## src/rtl/dice_pkg.sv

```systemverilog
// Shared types and helpers for the dice readout blocks.
// Contents:
//   seq_state_t    - sequencer state encoding
//   DICE_NONE      - "no dice visible" pip value
//   DICE_MAX       - highest legal pip value
//   sanitise_pips  - maps illegal reader codes (7) to DICE_NONE
package dice_pkg;

    typedef enum logic [2:0] {
        IDLE,
        WAIT_MOTION,
        SETTLE,
        DONE,
        ERROR
    } seq_state_t;

    localparam logic [2:0] DICE_NONE = 3'd0;
    localparam logic [2:0] DICE_MAX  = 3'd6;

    // The reader can emit 7 on a corrupted frame; treat it as "nothing seen".
    function automatic logic [2:0] sanitise_pips(input logic [2:0] pips);
        return (pips > DICE_MAX) ? DICE_NONE : pips;
    endfunction

endpackage

```

## src/rtl/dice_roll_sequencer_vsync_tick.sv

```systemverilog
// Frame tick generator: one-pclk pulse on each falling edge of vsync.
// Ports:
//   pclk       in  pixel clock
//   reset      in  synchronous, active-high
//   vsync      in  frame sync level, synchronous to pclk
//   frame_tick out high for one cycle after vsync goes 1 -> 0
module vsync_tick (
    input  logic pclk,
    input  logic reset,
    input  logic vsync,
    output logic frame_tick
);

    // Resets low so a vsync held high out of reset gives no tick until it falls.
    logic vsync_q;

    always_ff @(posedge pclk) begin
        if (reset) begin
            vsync_q <= 1'b0;
        end else begin
            vsync_q <= vsync;
        end
    end

    assign frame_tick = vsync_q & ~vsync;

endmodule

```

## src/rtl/dice_roll_sequencer.sv

```systemverilog
// Dice roll sequencer: arms on start, waits for visible motion, then accepts
// a pip value once it has been identical and non-zero for STABLE_FRAMES
// consecutive frames. The result is offered with a valid/ack handshake; if
// no result settles within TIMEOUT_FRAMES frames an error is raised instead.
// Ports:
//   pclk          in  pixel clock
//   reset         in  synchronous, active-high
//   vsync         in  frame sync level
//   dice_value    in  [2:0] reader output (0 none, 1..6 pips, 7 treated as 0)
//   start         in  request a roll readout (only honoured in IDLE)
//   ack           in  consumer acknowledge of result or error
//   busy          out high whenever not IDLE
//   result        out [2:0] last accepted pip value
//   result_valid  out high in DONE
//   timeout_err   out high in ERROR
//   frames_waited out [7:0] frame ticks since arm, saturating at 255
module dice_roll_sequencer
    import dice_pkg::*;
#(
    parameter int STABLE_FRAMES  = 8,
    parameter int TIMEOUT_FRAMES = 240,
    parameter int REQUIRE_MOTION = 1
) (
    input  logic       pclk,
    input  logic       reset,
    input  logic       vsync,
    input  logic [2:0] dice_value,
    input  logic       start,
    input  logic       ack,
    output logic       busy,
    output logic [2:0] result,
    output logic       result_valid,
    output logic       timeout_err,
    output logic [7:0] frames_waited
);

    localparam logic [3:0] STABLE_C  = 4'(STABLE_FRAMES);
    localparam logic [7:0] TIMEOUT_C = 8'(TIMEOUT_FRAMES);

    logic       frame_tick;
    logic [2:0] sample;

    seq_state_t state_q, state_d;
    logic [2:0] arm_val_q, arm_val_d;
    logic [2:0] last_val_q, last_val_d;
    logic [3:0] stable_cnt_q, stable_cnt_d;
    logic [7:0] frames_q, frames_d;
    logic [7:0] frames_inc;
    logic [2:0] result_q, result_d;
    logic       busy_q, valid_q, err_q;

    vsync_tick u_vsync_tick (
        .pclk       (pclk),
        .reset      (reset),
        .vsync      (vsync),
        .frame_tick (frame_tick)
    );

    assign sample     = sanitise_pips(dice_value);
    assign frames_inc = (frames_q == 8'hFF) ? frames_q : frames_q + 8'd1;

    always_comb begin
        state_d      = state_q;
        arm_val_d    = arm_val_q;
        last_val_d   = last_val_q;
        stable_cnt_d = stable_cnt_q;
        frames_d     = frames_q;
        result_d     = result_q;

        case (state_q)
            IDLE: begin
                if (start) begin
                    arm_val_d    = sample;
                    last_val_d   = DICE_NONE;
                    stable_cnt_d = 4'd0;
                    frames_d     = 8'd0;
                    state_d      = (REQUIRE_MOTION != 0) ? WAIT_MOTION : SETTLE;
                end
            end
            WAIT_MOTION: begin
                if (frame_tick) begin
                    frames_d = frames_inc;
                    // The motion frame itself seeds the stability run.
                    if (sample != arm_val_q || sample == DICE_NONE) begin
                        state_d      = SETTLE;
                        last_val_d   = sample;
                        stable_cnt_d = (sample != DICE_NONE) ? 4'd1 : 4'd0;
                    end
                    if (frames_inc == TIMEOUT_C) begin
                        state_d = ERROR;
                    end
                end
            end
            SETTLE: begin
                if (frame_tick) begin
                    frames_d = frames_inc;
                    if (sample == DICE_NONE) begin
                        stable_cnt_d = 4'd0;
                    end else if (sample == last_val_q) begin
                        stable_cnt_d = stable_cnt_q + 4'd1;
                    end else begin
                        last_val_d   = sample;
                        stable_cnt_d = 4'd1;
                    end
                    // Settling takes priority over a coincident timeout.
                    if (stable_cnt_d == STABLE_C) begin
                        result_d = sample;
                        state_d  = DONE;
                    end else if (frames_inc == TIMEOUT_C) begin
                        state_d = ERROR;
                    end
                end
            end
            DONE, ERROR: begin
                if (ack) begin
                    state_d = IDLE;
                end
            end
            default: state_d = IDLE;
        endcase
    end

    always_ff @(posedge pclk) begin
        if (reset) begin
            state_q      <= IDLE;
            arm_val_q    <= DICE_NONE;
            last_val_q   <= DICE_NONE;
            stable_cnt_q <= 4'd0;
            frames_q     <= 8'd0;
            result_q     <= DICE_NONE;
            busy_q       <= 1'b0;
            valid_q      <= 1'b0;
            err_q        <= 1'b0;
        end else begin
            state_q      <= state_d;
            arm_val_q    <= arm_val_d;
            last_val_q   <= last_val_d;
            stable_cnt_q <= stable_cnt_d;
            frames_q     <= frames_d;
            result_q     <= result_d;
            // Status flags are registered from the next state so they line up with it.
            busy_q       <= (state_d != IDLE);
            valid_q      <= (state_d == DONE);
            err_q        <= (state_d == ERROR);
        end
    end

    assign busy          = busy_q;
    assign result        = result_q;
    assign result_valid  = valid_q;
    assign timeout_err   = err_q;
    assign frames_waited = frames_q;

endmodule

```

## config.mk

```make
export PLATFORM = sky130hd
export DESIGN_NAME = dice_roll_sequencer
export DESIGN_NICKNAME = d
export VERILOG_FILES = /design/src/rtl/dice_pkg.sv /design/src/rtl/dice_roll_sequencer_vsync_tick.sv /design/src/rtl/dice_roll_sequencer.sv
export SDC_FILE = /design/constraint.sdc
export NUM_CORES = 1
export LEC_CHECK = 0
export ABC_AREA = 1
export CAP_MARGIN = 20
export CORE_MARGIN = 2
export CORE_UTILIZATION = 40
export CTS_BUF_LIST = sky130_fd_sc_hd__clkbuf_8
export DETAILED_ROUTE_END_ITERATION = 10
export PLACE_DENSITY = 0.68
export SLEW_MARGIN = 20
export SYNTH_ARGS = -nofsm -noshare
export SYNTH_HDL_FRONTEND = slang
export SYNTH_SLANG_ARGS = --single-unit
```

## constraint.sdc

```tcl
create_clock -name pclk -period 2.1 [get_ports pclk]
set_input_delay 0.63 -clock pclk [delete_from_list [all_inputs] [get_ports pclk]]
set_output_delay 0.63 -clock pclk [all_outputs]
set_load 0.01 [all_outputs]
```

==> results.md, run 1 <==
* Crit. Startpoint: frames_waited[2]
* Synth warnings at 0
* Least-Margin Pin Slew at ~260 ps
* Setup violators final at 0
* Antenna viol nets, final at 0
* R2R depth at 14
* DRT iter0 DRCs at just over 90
* Hold_buf cts at 0
* NumNets Final at between 300 and 400
* Min Tclk post-route at slightly below 2000 ps
* Synth cell types at 29
* Post-synthesis sequential area ratio at 0.334
* Mapped cell area at 0.00168 mm^2
* Overflow after GRT at 0
* Share of the synthesized area in the top cell type at 0.334
* Setup TNS at 0 ps
* Max-slew violation count at 0
* Footprint of the multi-input gates at 977 um^2
* HPWL after DPL at around 3100 um
* Worst IR Drop VDD at roughly 0.00026 V
* DRC viols at 0
* Number of global-route vias before repair at around 1500
* WL met1 at approximately 2000 um
* Area delta synth->final at 29.0%
* IO Count at 22
* Top cells by area, synth: dfxtp_1 33%, nand2_1 16%, a21oi_1 7.8%, inv_1 6.5%, nand4_1 4.5%
* Met3 wire length at between 150 and 200 um
* Finished Core Util at 0.537
* Start of the worst register-to-register path: frames_waited[0]
* DRT Wirelength at around 4000 um
* Outcome: complete, no violations
* Fillers at 412
* Root buffer cell: clkbuf_8
* Hold Path Origin: stable_cnt_q[3]
* Hold Path Depth at 2
* CP endpoint kind: output port
* PortBufs at 21
* Synth Instances at around 250
* First-pass GRT wire length at 6760 um
* Crit path largest cell delay at 590 ps
* Initial Util at 0.416
* MaxCap Viol Count at 0
* Die Y at ~69 um
* Average size of a mapped cell at 6.61 um^2
* Pwr per Cell Area at around 530 mW/mm^2
* Initial antenna violation count at 0
* FP Rows at 23
* Seq cells post-synth at 28
* Leakage power at 1.01 nW
* Routed vias at 1676
* Routability cong. at 0.914
* Placed cell areas at approximately 0.0021 mm^2
* Htree depth at 1
* Clock transition at path regs at ~100 ps
* Die Footprint at between 0.004 and 0.005 mm^2
* Die Wd at roughly 69 um
* Worst Hold Endpoint: stable_cnt_q[3]
* Top routing layer in use: met4
* Critical path arrival at 1350 ps
* Syn Nets at around 260
* Core region area at 0.00403 mm^2
* Max clock buf depth at 2
* Startpoint types: flop
* Register area at 561 um^2
* Final hold vios at 0
* CP bufs+invs at 1
* Largest net degree at the start of global routing at 16
* GR Util All Layers at 0.189
* Worst-path fanout max at 7
* TritonCTS Buffers at 3
* Slowest CP cell: clkdlybuf4s50_1
* Clk_skew at 1.56 ps
* Share of cells above drive strength 1 at 0.215
* CTS tree: yes
* Worst min path class: reg -> reg
* Top delay family on crit path: buffers and inverters
* Pre-Repair DR Iteration Count at 4
* CP required at ~1500 ps
* Final instance area at about 0.0022 mm^2
* Synth area leader: dfxtp_1
* Worst path cell trace: clkdlybuf4s50_1
* Ant. Diodes at 0
* Crit Path Class: reg -> out
* Total clock sinks at 28
* Final worst path period share at 0.942
* Met2 WL at between 1500 and 2000 um
* Vias per inst at about 4.8
* DR WL/cell at roughly 11 um
* Worst slew margin at 0.824
* Max Clk Rate at approximately 510 MHz
* Worst-Skew Late Latency at 280 ps
* FF-to-FF setup slack at approximately 230 ps
* RSZ-0062 raised after global routing: no
* Worst r2r dst: busy
## routing by layer
layer,vias to the layer above,GRT usage
met5,-,0
met4,0,0.0686
met3,5,0.0292
met2,31,0.300
met1,730,0.260
li1,910,-
## state kept, by name, indices dropped and copies added, names as in the netlist
register / count
stable_cnt_q: 4
last_val_q: 3
state_q: 3
busy: 1
result: 3
arm_val_q: 3
frames_waited: 8
result_valid: 1
timeout_err: 1
u_vsync_tick.vsync_q: 1
## cell families (layout without fill, tap and decap cells)
kind of cell / count (synthesis) / in the layout / share of synthesized area
AOI/OAI and AO/OA: 42 / 42 / 0.145
buffers and inverters: 42 / 86 / 0.0947
xor gates and xnor gates: 3 / 3 / 0.0157
adders and majority gates: 2 / 2 / 0.0149
and+or+nand+nor: 137 / 137 / 0.396
DFF: 28 / 28 / 0.334
## repair_timing
action,in CTS,in global routing
pin swaps,1,0
endpoints found under the setup margin,8,5
buffers inserted,2,0
resized for setup,6,8
## through the flow
step           hold WS (ps)  instances  power, mW  setup slack, ps
3_3_place_gp            475        342      0.811             -373
5_1_grt                 504        348       1.21             1.18
6_report                482        348       1.16              122
4_1_cts                 487        348       1.16              112
2_1_floorplan           452        254      0.730              294
3_5_place_dp            472        342      0.814             -393
## cell type report
type | count | share of cell area
clock buffers | 4 | 0.0254
inverters | 40 | 0.0699
multi-input cells | 184 | 0.451
flip-flops and latches | 28 | 0.259
well taps | 50 | 0.0289
repair buffers | 42 | 0.165
## worst max path at each step
stage,endpoint,slack [ps],cells past startpoint
floorplan,busy,290,14
global placement,busy,-370,14
detailed placement,busy,-390,14
CTS,frames_waited[2],110,1
global route,busy,1,13
finish,frames_waited[2],120,1
## cells in the mapped netlist
cell       n
inv_2     10
nor3_2     1
a21boi_1   1
nor2_1    19
nand3_1   14
o21ai_0    4
o21ai_1    5
o21bai_1   1
inv_1     29
ha_1       2
nand4_1   12
xnor2_1    3
nor2_8     1
clkbuf_1   2
dfxtp_1   28
clkinv_2   1
nand2_2    5
nand2_4    1
nor2_4     1
a21oi_1   26
a211oi_1   2
nor3_1     1
nand3_2    5
nand2_1   73
a211oi_2   3
nor3_4     1
and2_1     1
nor2_2     1
or2_2      1
## where the power goes
part	total, mW	internal [mW]	switching, mW
sequential	0.571	0.555	0.0160
combinational	0.238	0.0958	0.142
clock	0.346	0.168	0.178
total	1.16	0.819	0.336
## cells in the final DEF (no fill, tap or decap), types with 2 or more instances in the layout
master           Yosys  layout
nand3_1             14      13
nor2_1              19      18
o21ai_1              5       5
nand2_2              5       8
nand2_1             73      70
a211oi_1             2       2
dfxtp_1             28      28
a211oi_2             3       3
o21ai_0              4       4
buf_4                0      21
clkdlybuf4s50_1      0      18
nand3_2              5       6
ha_1                 2       2
nand4_1             12      12
clkbuf_2             0       2
inv_1               29      29
nor2_2               1       2
inv_2               10      10
clkbuf_8             0       4
a21oi_1             26      26
xnor2_1              3       3
Power figures use the tool's default switching activity.
==> run 2: changes to the inputs <==
Settings changed: CAP_MARGIN 20 to unset, SETUP_SLACK_MARGIN set to 0.02.
==> results.md, run 2 (synthesis results as in run 1) <==
* Total clock sinks at 28
* Share of cells above drive strength 1 at 0.218
* Overflow after GRT at 0
* Placed cell areas at 0.00209 mm^2
* Worst path cell trace: clkdlybuf4s50_1
* Clk_skew at 2.28 ps
* Met3 wire length at 134 um
* Met2 WL at between 1500 and 2000 um
* Ant. Diodes at 0
* Min Tclk post-route at between 1500 and 2000 ps
* Pre-Repair DR Iteration Count at 4
* CP endpoint kind: output port
* Largest register FFs at 8
* MaxCap Viol Count at 0
* Vias per inst at 4.83
* Max clock buf depth at 2
* DR WL/cell at 11.6 um
* Routed vias at about 1700
* Area delta synth->final at 29.7%
* HPWL after DPL at ~3100 um
* IO Count at 22
* Root buffer cell: clkbuf_8
* GR Util All Layers at 0.189
* Most common cell after layout, fill and taps aside: nand2_1
* Top routing layer in use: met4
* Slowest CP cell: clkdlybuf4s50_1
* DRC viols at 0
* Antenna viol nets, final at 0
* Core region area at slightly above 0.004 mm^2
* Worst IR Drop VDD at 0.000264 V
* DRT iter0 DRCs at about 110
* Number of global-route vias before repair at about 1500
* Initial Util at 0.416
* Startpoint types: flop
* RSZ-0062 raised after global routing: no
* Leakage power at approximately 1.0 nW
* Die Footprint at around 0.0047 mm^2
* First-pass GRT wire length at just under 7000 um
* Final instance area at 0.00218 mm^2
* Worst slew margin at 0.831
* Initial antenna violation count at 0
* Htree depth at 1
* Final worst path period share at 0.940
* Worst-Skew Late Latency at about 280 ps
* Routability cong. at just over 0.9
* Final hold vios at 0
* CTS tree: yes
* Die Y at 68.8 um
* DRT Wirelength at approximately 4000 um
* Critical path arrival at 1340 ps
* NumNets Final at 309
* FP Rows at 23
* Setup violators final at 0
* Commonest non-fill, non-tap cells in the layout: 70 x nand2_1, 29 x inv_1, 28 x dfxtp_1
* Hold Path Origin: stable_cnt_q[3]
* Worst min path class: reg -> reg
* Top delay family on crit path: buffers and inverters
* Crit path largest cell delay at slightly below 600 ps
* Start of the worst register-to-register path: frames_waited[0]
* Finished Core Util at 0.540
* Outcome: complete, no violations
* CP bufs+invs at 1
* Least-Margin Pin Slew at between 200 and 300 ps
* CP required at roughly 1500 ps
* Largest net degree at the start of global routing at 16
* Clock transition at path regs at about 100 ps
* Crit. Startpoint: frames_waited[2]
* Crit Path Class: reg -> out
* Pwr per Cell Area at 534 mW/mm^2
* Max-slew violation count at 0
* WL met1 at between 2000 and 2500 um
* TritonCTS Buffers at 3
* Max Clk Rate at 507 MHz
* Worst-path fanout max at 7
* Die Wd at ~69 um
* PortBufs at 21
-- run 2: cell count changes in the layout (fill, tap and decap cells not counted) --
| cell | before | now |
|---|---|---|
| clkdlybuf4s15_1 | 1 | 0 |
| nand2_2 | 8 | 7 |
| nor2_2 | 2 | 1 |
| nor3_2 | 1 | 0 |
| nor3_4 | 1 | 2 |
| clkbuf_2 | 2 | 3 |
| nor2_4 | 1 | 2 |
| nand2_4 | 1 | 2 |
-- run 2: per-stage QoR --
step           cells  setup TNS [ps]  hold slack [ps]  power [mW]  worst slack [ps]
2_1_floorplan    254               0              452       0.730               294
3_5_place_dp     342           -4660              472       0.814              -393
3_3_place_gp     342           -4340              475       0.811              -373
6_report         348               0              482        1.16               127
5_1_grt          348               0              504        1.22              21.3
4_1_cts          348               0              487        1.16               112
-- run 2: final timing paths --
check / end / slack [ps] / depth (start not counted)
worst max-delay path: frames_waited[2] / 130 / 1
worst min-delay path: stable_cnt_q[3] / 480 / 2
worst max register to register: busy / 240 / 14
worst min register to register: stable_cnt_q[3] / 480 / 2
-- run 2: layout make-up --
type / instances / area [um^2]
fill: 409 / 1850
multi-input combinational: 184 / 993
sequential: 28 / 561
timing repair buffer: 42 / 353
inverter: 40 / 151
tap: 50 / 62.6
clock buffer: 4 / 55.1
-- run 2: repair_timing --
action	in CTS	in global routing
hold buffers	0	0
resized for setup	6	12
endpoints found under the hold margin	0	0
endpoints found under the setup margin	11	5
buffers inserted	2	0
pin swaps	1	0
-- run 2: power by group --
group | internal [mW] | switching (mW)
Clock | 0.168 | 0.180
Combinational | 0.0957 | 0.145
Sequential | 0.555 | 0.0165
-- run 2: per-layer routing --
metal  vias up  global-route usage
li1        913                   -
met1       737               0.260
met2        28               0.300
met3         4              0.0292
met4         0              0.0686
met5         -                   0
-- run 2: worst reg2reg max path, delay by kind of cell (launching register included) --
| kind | cells | cell delay [ps] |
|---|---|---|
| fa+ha+maj | 1 | 200 |
| buf+inv | 1 | 130 |
| flops | 1 | 350 |
| simple gates | 12 | 1090 |
